**src/rtl/lifo_ctrl_if.sv**
```systemverilog
// lifo_ctrl_if: request and stack-side signal bundle for lifo_ctrl.
// slave  = the controller's view (drives in_ready, outputs and stack strobes).
// master = the view of the surrounding logic that drives requests and q.
interface lifo_ctrl_if #(
    parameter int Wl = 6,
    parameter int N  = 3
);
    logic          in_valid;
    logic          in_ready;
    logic [Wl-1:0] in_data;
    logic          rd_req;
    logic          err_clr;
    logic          out_valid;
    logic [Wl-1:0] out_data;
    logic          push;
    logic          pop;
    logic [Wl-1:0] dio;
    logic [Wl-1:0] q;
    logic [N:0]    count;
    logic          full;
    logic          empty;
    logic          error;

    modport slave (
        input  in_valid, in_data, rd_req, err_clr, q,
        output in_ready, out_valid, out_data, push, pop, dio,
               count, full, empty, error
    );

    modport master (
        output in_valid, in_data, rd_req, err_clr, q,
        input  in_ready, out_valid, out_data, push, pop, dio,
               count, full, empty, error
    );
endinterface

```
**src/rtl/lifo_ctrl.sv**
```systemverilog
// lifo_ctrl: turns a valid/ready write stream and a level read request into
// single-cycle push/pop pulses for an attached lifo_stack. It tracks occupancy,
// captures popped words and keeps a sticky underflow flag.
// Optional build macro LIFO_CTRL_OVF_ERR_EN: an offered word while full also
// sets the sticky error (the stall itself is unchanged).
module lifo_ctrl #(
    parameter int Wl = 6,
    parameter int N  = 3
) (
    input  logic        clk,
    input  logic        reset,
    lifo_ctrl_if.slave  bus
);
    localparam int         DEPTH      = 2 ** N;
    localparam logic [N:0] COUNT_FULL = (N + 1)'(DEPTH);
    localparam logic [N:0] COUNT_ONE  = (N + 1)'(1);

    typedef enum logic [2:0] {
        IDLE,
        PUSH,
        POP,
        WAIT,
        CAPT
    } state_t;

    state_t        state_q;
    logic          push_q;
    logic          pop_q;
    logic          out_valid_q;
    logic          error_q;
    logic [Wl-1:0] dio_q;
    logic [Wl-1:0] out_data_q;
    logic [N:0]    count_q;

    logic          full;
    logic          empty;
    logic          in_ready;
    logic          accept;
    logic          rd_issue;
    logic          err_set;
    logic          error_d;

    // Decode flags, handshake and the sticky-error next value from current state.
    always_comb begin
        // NOTE: every signal gets a default first so no path leaves it unassigned (no latch).
        full     = (count_q == COUNT_FULL);
        empty    = (count_q == '0);
        in_ready = (state_q == IDLE) && !full;
        accept   = in_ready && bus.in_valid;
        // A push accepted on this edge wins over a simultaneous read request.
        rd_issue = (state_q == IDLE) && !accept && bus.rd_req && !empty;
        err_set  = (state_q == IDLE) && !accept && bus.rd_req && empty;
`ifdef LIFO_CTRL_OVF_ERR_EN
        err_set  = err_set || ((state_q == IDLE) && bus.in_valid && full);
`endif
        // Set beats clear when both land on the same edge.
        error_d  = err_set || (error_q && !bus.err_clr);
    end

    // Request sequencer: issues push/pop pulses, tracks count, captures q.
    always_ff @(posedge clk or posedge reset) begin
        if (reset) begin
            state_q     <= IDLE;
            push_q      <= 1'b0;
            pop_q       <= 1'b0;
            out_valid_q <= 1'b0;
            error_q     <= 1'b0;
            dio_q       <= '0;
            out_data_q  <= '0;
            count_q     <= '0;
        end else begin
            // NOTE: non-blocking assignments so every register sees pre-edge values.
            push_q      <= 1'b0;
            pop_q       <= 1'b0;
            out_valid_q <= 1'b0;
            error_q     <= error_d;
            unique case (state_q)
                IDLE: begin
                    if (accept) begin
                        dio_q   <= bus.in_data;
                        push_q  <= 1'b1;
                        count_q <= count_q + COUNT_ONE;
                        state_q <= PUSH;
                    end else if (rd_issue) begin
                        pop_q   <= 1'b1;
                        count_q <= count_q - COUNT_ONE;
                        state_q <= POP;
                    end
                end
                PUSH: state_q <= IDLE;
                // The stack samples pop on the edge that leaves POP.
                POP:  state_q <= WAIT;
                // The stack's registered q settles during WAIT.
                WAIT: state_q <= CAPT;
                CAPT: begin
                    out_data_q  <= bus.q;
                    out_valid_q <= 1'b1;
                    state_q     <= IDLE;
                end
                default: state_q <= IDLE;
            endcase
        end
    end

    assign bus.in_ready  = in_ready;
    assign bus.push      = push_q;
    assign bus.pop       = pop_q;
    assign bus.dio       = dio_q;
    assign bus.out_valid = out_valid_q;
    assign bus.out_data  = out_data_q;
    assign bus.count     = count_q;
    assign bus.full      = full;
    assign bus.empty     = empty;
    assign bus.error     = error_q;
endmodule

```
**src/flat_wrapper.sv**
```systemverilog
// flat-port wrapper written by rule: the top's interface ports become plain ports
module lifo_ctrl_flat 
#(
    parameter int Wl = 6,
    parameter int N  = 3
)
  (clk, reset, bus_in_valid, bus_in_data, bus_rd_req, bus_err_clr, bus_q, bus_in_ready, bus_out_valid, bus_out_data, bus_push, bus_pop, bus_dio, bus_count, bus_full, bus_empty, bus_error);
  lifo_ctrl_if #(.Wl(Wl), .N(N)) bus_i ();
  input  logic clk;
  input  logic reset;
  input wire logic [$bits(bus_i.in_valid)-1:0] bus_in_valid;
  input wire logic [$bits(bus_i.in_data)-1:0] bus_in_data;
  input wire logic [$bits(bus_i.rd_req)-1:0] bus_rd_req;
  input wire logic [$bits(bus_i.err_clr)-1:0] bus_err_clr;
  input wire logic [$bits(bus_i.q)-1:0] bus_q;
  output wire logic [$bits(bus_i.in_ready)-1:0] bus_in_ready;
  output wire logic [$bits(bus_i.out_valid)-1:0] bus_out_valid;
  output wire logic [$bits(bus_i.out_data)-1:0] bus_out_data;
  output wire logic [$bits(bus_i.push)-1:0] bus_push;
  output wire logic [$bits(bus_i.pop)-1:0] bus_pop;
  output wire logic [$bits(bus_i.dio)-1:0] bus_dio;
  output wire logic [$bits(bus_i.count)-1:0] bus_count;
  output wire logic [$bits(bus_i.full)-1:0] bus_full;
  output wire logic [$bits(bus_i.empty)-1:0] bus_empty;
  output wire logic [$bits(bus_i.error)-1:0] bus_error;
  assign bus_i.in_valid = bus_in_valid;
  assign bus_i.in_data = bus_in_data;
  assign bus_i.rd_req = bus_rd_req;
  assign bus_i.err_clr = bus_err_clr;
  assign bus_i.q = bus_q;
  assign bus_in_ready = bus_i.in_ready;
  assign bus_out_valid = bus_i.out_valid;
  assign bus_out_data = bus_i.out_data;
  assign bus_push = bus_i.push;
  assign bus_pop = bus_i.pop;
  assign bus_dio = bus_i.dio;
  assign bus_count = bus_i.count;
  assign bus_full = bus_i.full;
  assign bus_empty = bus_i.empty;
  assign bus_error = bus_i.error;
  lifo_ctrl #(.Wl(Wl), .N(N)) u_core (.clk(clk), .reset(reset), .bus(bus_i));
endmodule
```
**config.mk**
```make
export PLATFORM = sky130hd
export DESIGN_NAME = lifo_ctrl_flat
export DESIGN_NICKNAME = d
export VERILOG_FILES = /design/src/rtl/lifo_ctrl_if.sv /design/src/rtl/lifo_ctrl.sv /design/src/flat_wrapper.sv
export SDC_FILE = /design/constraint.sdc
export NUM_CORES = 1
export LEC_CHECK = 0
export ABC_AREA = 1
export CAP_MARGIN = 20
export CORE_ASPECT_RATIO = 0.75
export CORE_MARGIN = 3
export CORE_UTILIZATION = 45
export CTS_CLUSTER_DIAMETER = 100
export DETAILED_ROUTE_END_ITERATION = 8
export GPL_TIMING_DRIVEN = 0
export PLACE_DENSITY = 0.8
export SLEW_MARGIN = 20
export SYNTH_ARGS = -nofsm -noshare
export SYNTH_HDL_FRONTEND = slang
export SYNTH_SLANG_ARGS = --single-unit
```
**constraint.sdc**
```tcl
create_clock -name clk -period 6.3 [get_ports clk]
set_clock_uncertainty 0.1 [all_clocks]
set_input_delay 1.26 -clock clk [delete_from_list [all_inputs] [get_ports clk]]
set_output_delay 1.26 -clock clk [all_outputs]
set_load 0.01 [all_outputs]
```
==> impl_results.html <==
<table>
<tr><th>Metric</th><th>Value</th></tr>
<tr><th colspan="2">Placed design</th></tr>
<tr><td>Count of buffers from port buffering</td><td>39</td></tr>
<tr><td>Sum of net half-perimeters after detailed placement</td><td>1951 µm</td></tr>
<tr><td>RD Place Congestion</td><td>0.7534</td></tr>
<tr><th colspan="2">Global route</th></tr>
<tr><td>Residual overflow from global routing</td><td>0</td></tr>
<tr><td>GRT Overall Usage</td><td>18.18%</td></tr>
<tr><td>Largest net degree at the start of global routing</td><td>24</td></tr>
<tr><td>Wire length of the first global-routing pass</td><td>4429 µm</td></tr>
<tr><td>Number of antenna violations at the first check in global routing</td><td>0</td></tr>
<tr><td>Number of global-route vias before repair</td><td>984</td></tr>
<tr><th colspan="2">Logic synthesis</th></tr>
<tr><td>Count of state elements after synthesis</td><td>23</td></tr>
<tr><td>Count of unique library cells instantiated by Yosys</td><td>22</td></tr>
<tr><td>Yosys warning count</td><td>0</td></tr>
<tr><td>Post-Synthesis Net Count</td><td>145</td></tr>
<tr><td>Post-synthesis sequential area ratio</td><td>51.74%</td></tr>
<tr><td>Avg Inst Size Synth</td><td>8.899 µm²</td></tr>
<tr><td>Cells after Synth</td><td>125</td></tr>
<tr><td>Post-synthesis instance area</td><td>1112 µm²</td></tr>
<tr><th colspan="2">Routing</th></tr>
<tr><td>Post-route ant nets</td><td>0</td></tr>
<tr><td>Drt first-iter violations</td><td>28</td></tr>
<tr><td>First-pass iteration count of the detailed router</td><td>4</td></tr>
<tr><td>Avg Vias per Cell</td><td>4.735</td></tr>
<tr><td>Post-detailed-route wirelength per cell</td><td>12.71 µm</td></tr>
<tr><td>Via count of the routed design</td><td>947</td></tr>
<tr><td>Total wirelength of the detailed-routed design</td><td>2541 µm</td></tr>
<tr><td>Number of DRC violations after detailed routing</td><td>0</td></tr>
<tr><th colspan="2">Outcome</th></tr>
<tr><td>Run status</td><td>finished, final reports clean</td></tr>
<tr><th colspan="2">Timing</th></tr>
<tr><td>Setup total negative slack</td><td>0 ns</td></tr>
<tr><td>Count of endpoints failing setup in the final report</td><td>0</td></tr>
<tr><td>Setup repair after global routing missed its margin</td><td>false</td></tr>
<tr><td>Period utilization</td><td>49.20%</td></tr>
<tr><td>Final hold vios</td><td>0</td></tr>
<tr><td>Pins over their slew limit</td><td>0</td></tr>
<tr><td>Minimum clock period after layout</td><td>3.100 ns</td></tr>
<tr><td>Remaining max-slew budget at the tightest pin</td><td>43.93%</td></tr>
<tr><td>Peak Freq</td><td>0.3226 GHz</td></tr>
<tr><td>Slew of the pin with the lowest slew margin</td><td>0.8402 ns</td></tr>
<tr><th colspan="2">Critical path</th></tr>
<tr><td>Endpoint kind of the worst setup timing path</td><td>primary output</td></tr>
<tr><td>Destination of the worst register-to-register timing path</td><td>u_core.bus.count[3]</td></tr>
<tr><td>Worst reg2reg setup slack</td><td>4.03 ns</td></tr>
<tr><td>Highest net fanout along the worst path</td><td>6</td></tr>
<tr><td>Category of the most critical setup path</td><td>register to primary output</td></tr>
<tr><td>CP endpoint</td><td>bus_empty</td></tr>
<tr><td>CP Data Required Time</td><td>4.94 ns</td></tr>
<tr><td>Nature of the critical path startpoint</td><td>register</td></tr>
<tr><td>Worst Path Arrival</td><td>1.74 ns</td></tr>
<tr><td>Source of the worst register-to-register timing path</td><td>u_core.bus.count[3]</td></tr>
<tr><td>Register-to-Register Path Depth</td><td>13</td></tr>
<tr><td>Launch point of the worst path</td><td>u_core.bus.count[0]</td></tr>
<tr><th colspan="2">Layout</th></tr>
<tr><td>Fraction of final layout cells with drive strength greater than 1</td><td>11.31%</td></tr>
<tr><td>Final Net Count</td><td>189</td></tr>
<tr><td>Most common library cell in the layout ignoring fill and taps</td><td>nand2_1</td></tr>
<tr><td>Most frequent cells in the layout</td><td>51 x nand2_1, 39 x clkdlybuf4s50_1, 23 x dfrtp_1</td></tr>
<tr><td>Area growth syn-to-layout</td><td>41.06%</td></tr>
<tr><td>Count of antenna diodes in the layout</td><td>0</td></tr>
<tr><td>Number of fill cells</td><td>183</td></tr>
<tr><th colspan="2">Floorplanning</th></tr>
<tr><td>Number of placement rows</td><td>14</td></tr>
<tr><td>Die area</td><td>3111 µm²</td></tr>
<tr><td>Number of I/O pins</td><td>40</td></tr>
<tr><td>Starting utilization of the core area</td><td>51.21%</td></tr>
<tr><td>Core box area</td><td>2172 µm²</td></tr>
<tr><td>Overall die width</td><td>63.41 µm</td></tr>
<tr><td>Overall die height</td><td>49.06 µm</td></tr>
<tr><th colspan="2">CTS</th></tr>
<tr><td>H-Tree Level Count</td><td>1</td></tr>
<tr><td>CTS sink count</td><td>23</td></tr>
<tr><td>Clock latency at the later pin of the worst-skew pair</td><td>0.31 ns</td></tr>
<tr><td>Cts-stage hold buffer count</td><td>0</td></tr>
<tr><td>Worst-case clock buffer depth</td><td>2</td></tr>
<tr><td>Clock tree root driver cell</td><td>clkbuf_4</td></tr>
<tr><td>Number of buffers inserted during clock tree synthesis</td><td>3</td></tr>
<tr><td>Clock input transition at the sequential cells of the worst setup and hold paths</td><td>0.12 ns</td></tr>
<tr><td>Setup Buffers After CTS</td><td>0</td></tr>
<tr><td>Post-CTS Resized</td><td>0</td></tr>
<tr><td>CTS tree</td><td>yes</td></tr>
<tr><th colspan="2">Hold path</th></tr>
<tr><td>Min-Delay Path Depth</td><td>2</td></tr>
<tr><td>Hold crit path type</td><td>register to register</td></tr>
<tr><th colspan="2">Run</th></tr>
<tr><td>Number of max-cap violations</td><td>0</td></tr>
<tr><th colspan="2">Pwr</th></tr>
<tr><td>Worst vdd rail ir drop</td><td>0.0002601 V</td></tr>
<tr><td>Leakage power total</td><td>0.7823 nW</td></tr>
<tr><td>Power per Cell Area</td><td>504.3 nW/µm²</td></tr>
<tr><td>Overall power of the completed layout</td><td>0.7913 mW</td></tr>
</table>
[worst max-delay path, stage by stage (launching register included)]
cell and delay [ns]:
dfrtp_1 0.47, inv_1 0.11, nand2_1 0.10, nor2_4 0.19, clkdlybuf4s50_1 0.56
[state kept, by name, summed over array words and instances, names as in the netlist]
name,count
u_core.bus.count,4
u_core.state_q,3
u_core.bus.out_data,6
u_core.bus.push,1
u_core.bus.error,1
u_core.bus.out_valid,1
u_core.bus.pop,1
u_core.bus.dio,6
[cells in the mapped netlist, drive strengths merged]
| cell | count | share of area [%] |
|---|---|---|
| nand2 | 54 | 19 |
| dfrtp | 23 | 52 |
| inv | 17 | 5.7 |
| nand3 | 11 | 6.3 |
| nor2 | 6 | 5.3 |
| a21oi | 2 | 1.2 |
| ha | 2 | 2.2 |
| nor3 | 2 | 0.90 |
| o21ai | 2 | 0.90 |
| buf | 1 | 1.0 |
| fa | 1 | 1.8 |
| o211ai | 1 | 0.68 |
| o31ai | 1 | 1.9 |
| or2 | 1 | 0.56 |
| xor2 | 1 | 0.79 |
[routing by layer]
metal  global-route usage, %  wire length, µm  vias up
li1                        -                -      467
met1                   21.35             1091      446
met2                   30.68             1228       30
met3                   6.682              183        4
met4                   6.093               38        0
met5                       0                0        -
[cell type report]
class | instances | area (µm²) | area share [%]
Tap cell | 32 | 40.04 | 2.552
Timing Repair Buffer | 39 | 390.4 | 24.88
Clock buffer | 4 | 26.28 | 1.675
Sequential cell | 23 | 575.6 | 36.68
Inverter | 17 | 63.81 | 4.067
Buffer | 1 | 11.26 | 0.7177
Multi-Input combinational cell | 84 | 461.7 | 29.43
[logic make-up (layout without fill, tap and decap cells)]
kind of cell | count (synthesis) | in the layout | synth area share (%)
compound gates | 6 | 6 | 4.724
xor+xnor | 1 | 1 | 0.7875
fa+ha+maj | 3 | 3 | 4.049
buf+inv | 18 | 61 | 6.749
flops | 23 | 23 | 51.74
simple gates | 74 | 74 | 31.95
[per-stage QoR]
step           instances  instance area [µm²]  worst slack [ns]  hold WS, ns  util [%]
2_1_floorplan        125                 1112             3.680       0.4052         -
3_3_place_gp         196                 1543             3.015       0.3559     71.03
3_5_place_dp         196                 1543             2.972       0.3613     71.03
4_1_cts              200                 1569             3.193       0.3900     72.24
5_1_grt              200                 1569             3.091       0.4127     72.24
6_report             200                 1569             3.200       0.3865     72.24
[worst min path at each step]
| stage | startpoint | to | slack, ns |
|---|---|---|---|
| finish | u_core.bus.out_data[2] | u_core.bus.out_data[2] | 0.39 |
| global route | u_core.bus.out_data[2] | u_core.bus.out_data[2] | 0.41 |
| CTS | u_core.bus.out_data[2] | u_core.bus.out_data[2] | 0.39 |
| detailed placement | u_core.bus.out_data[2] | u_core.bus.out_data[2] | 0.36 |
| global placement | u_core.bus.out_data[2] | u_core.bus.out_data[2] | 0.36 |
| floorplan | u_core.state_q[1] | u_core.state_q[2] | 0.41 |
[power by group]
group | internal [mW] | total, mW | switching (mW)
clock network | 0.0247 | 0.0671 | 0.0424
registers | 0.213 | 0.264 | 0.0505
logic | 0.217 | 0.460 | 0.244
total | 0.455 | 0.791 | 0.337
Note: power is estimated with default switching activity, not from simulation.
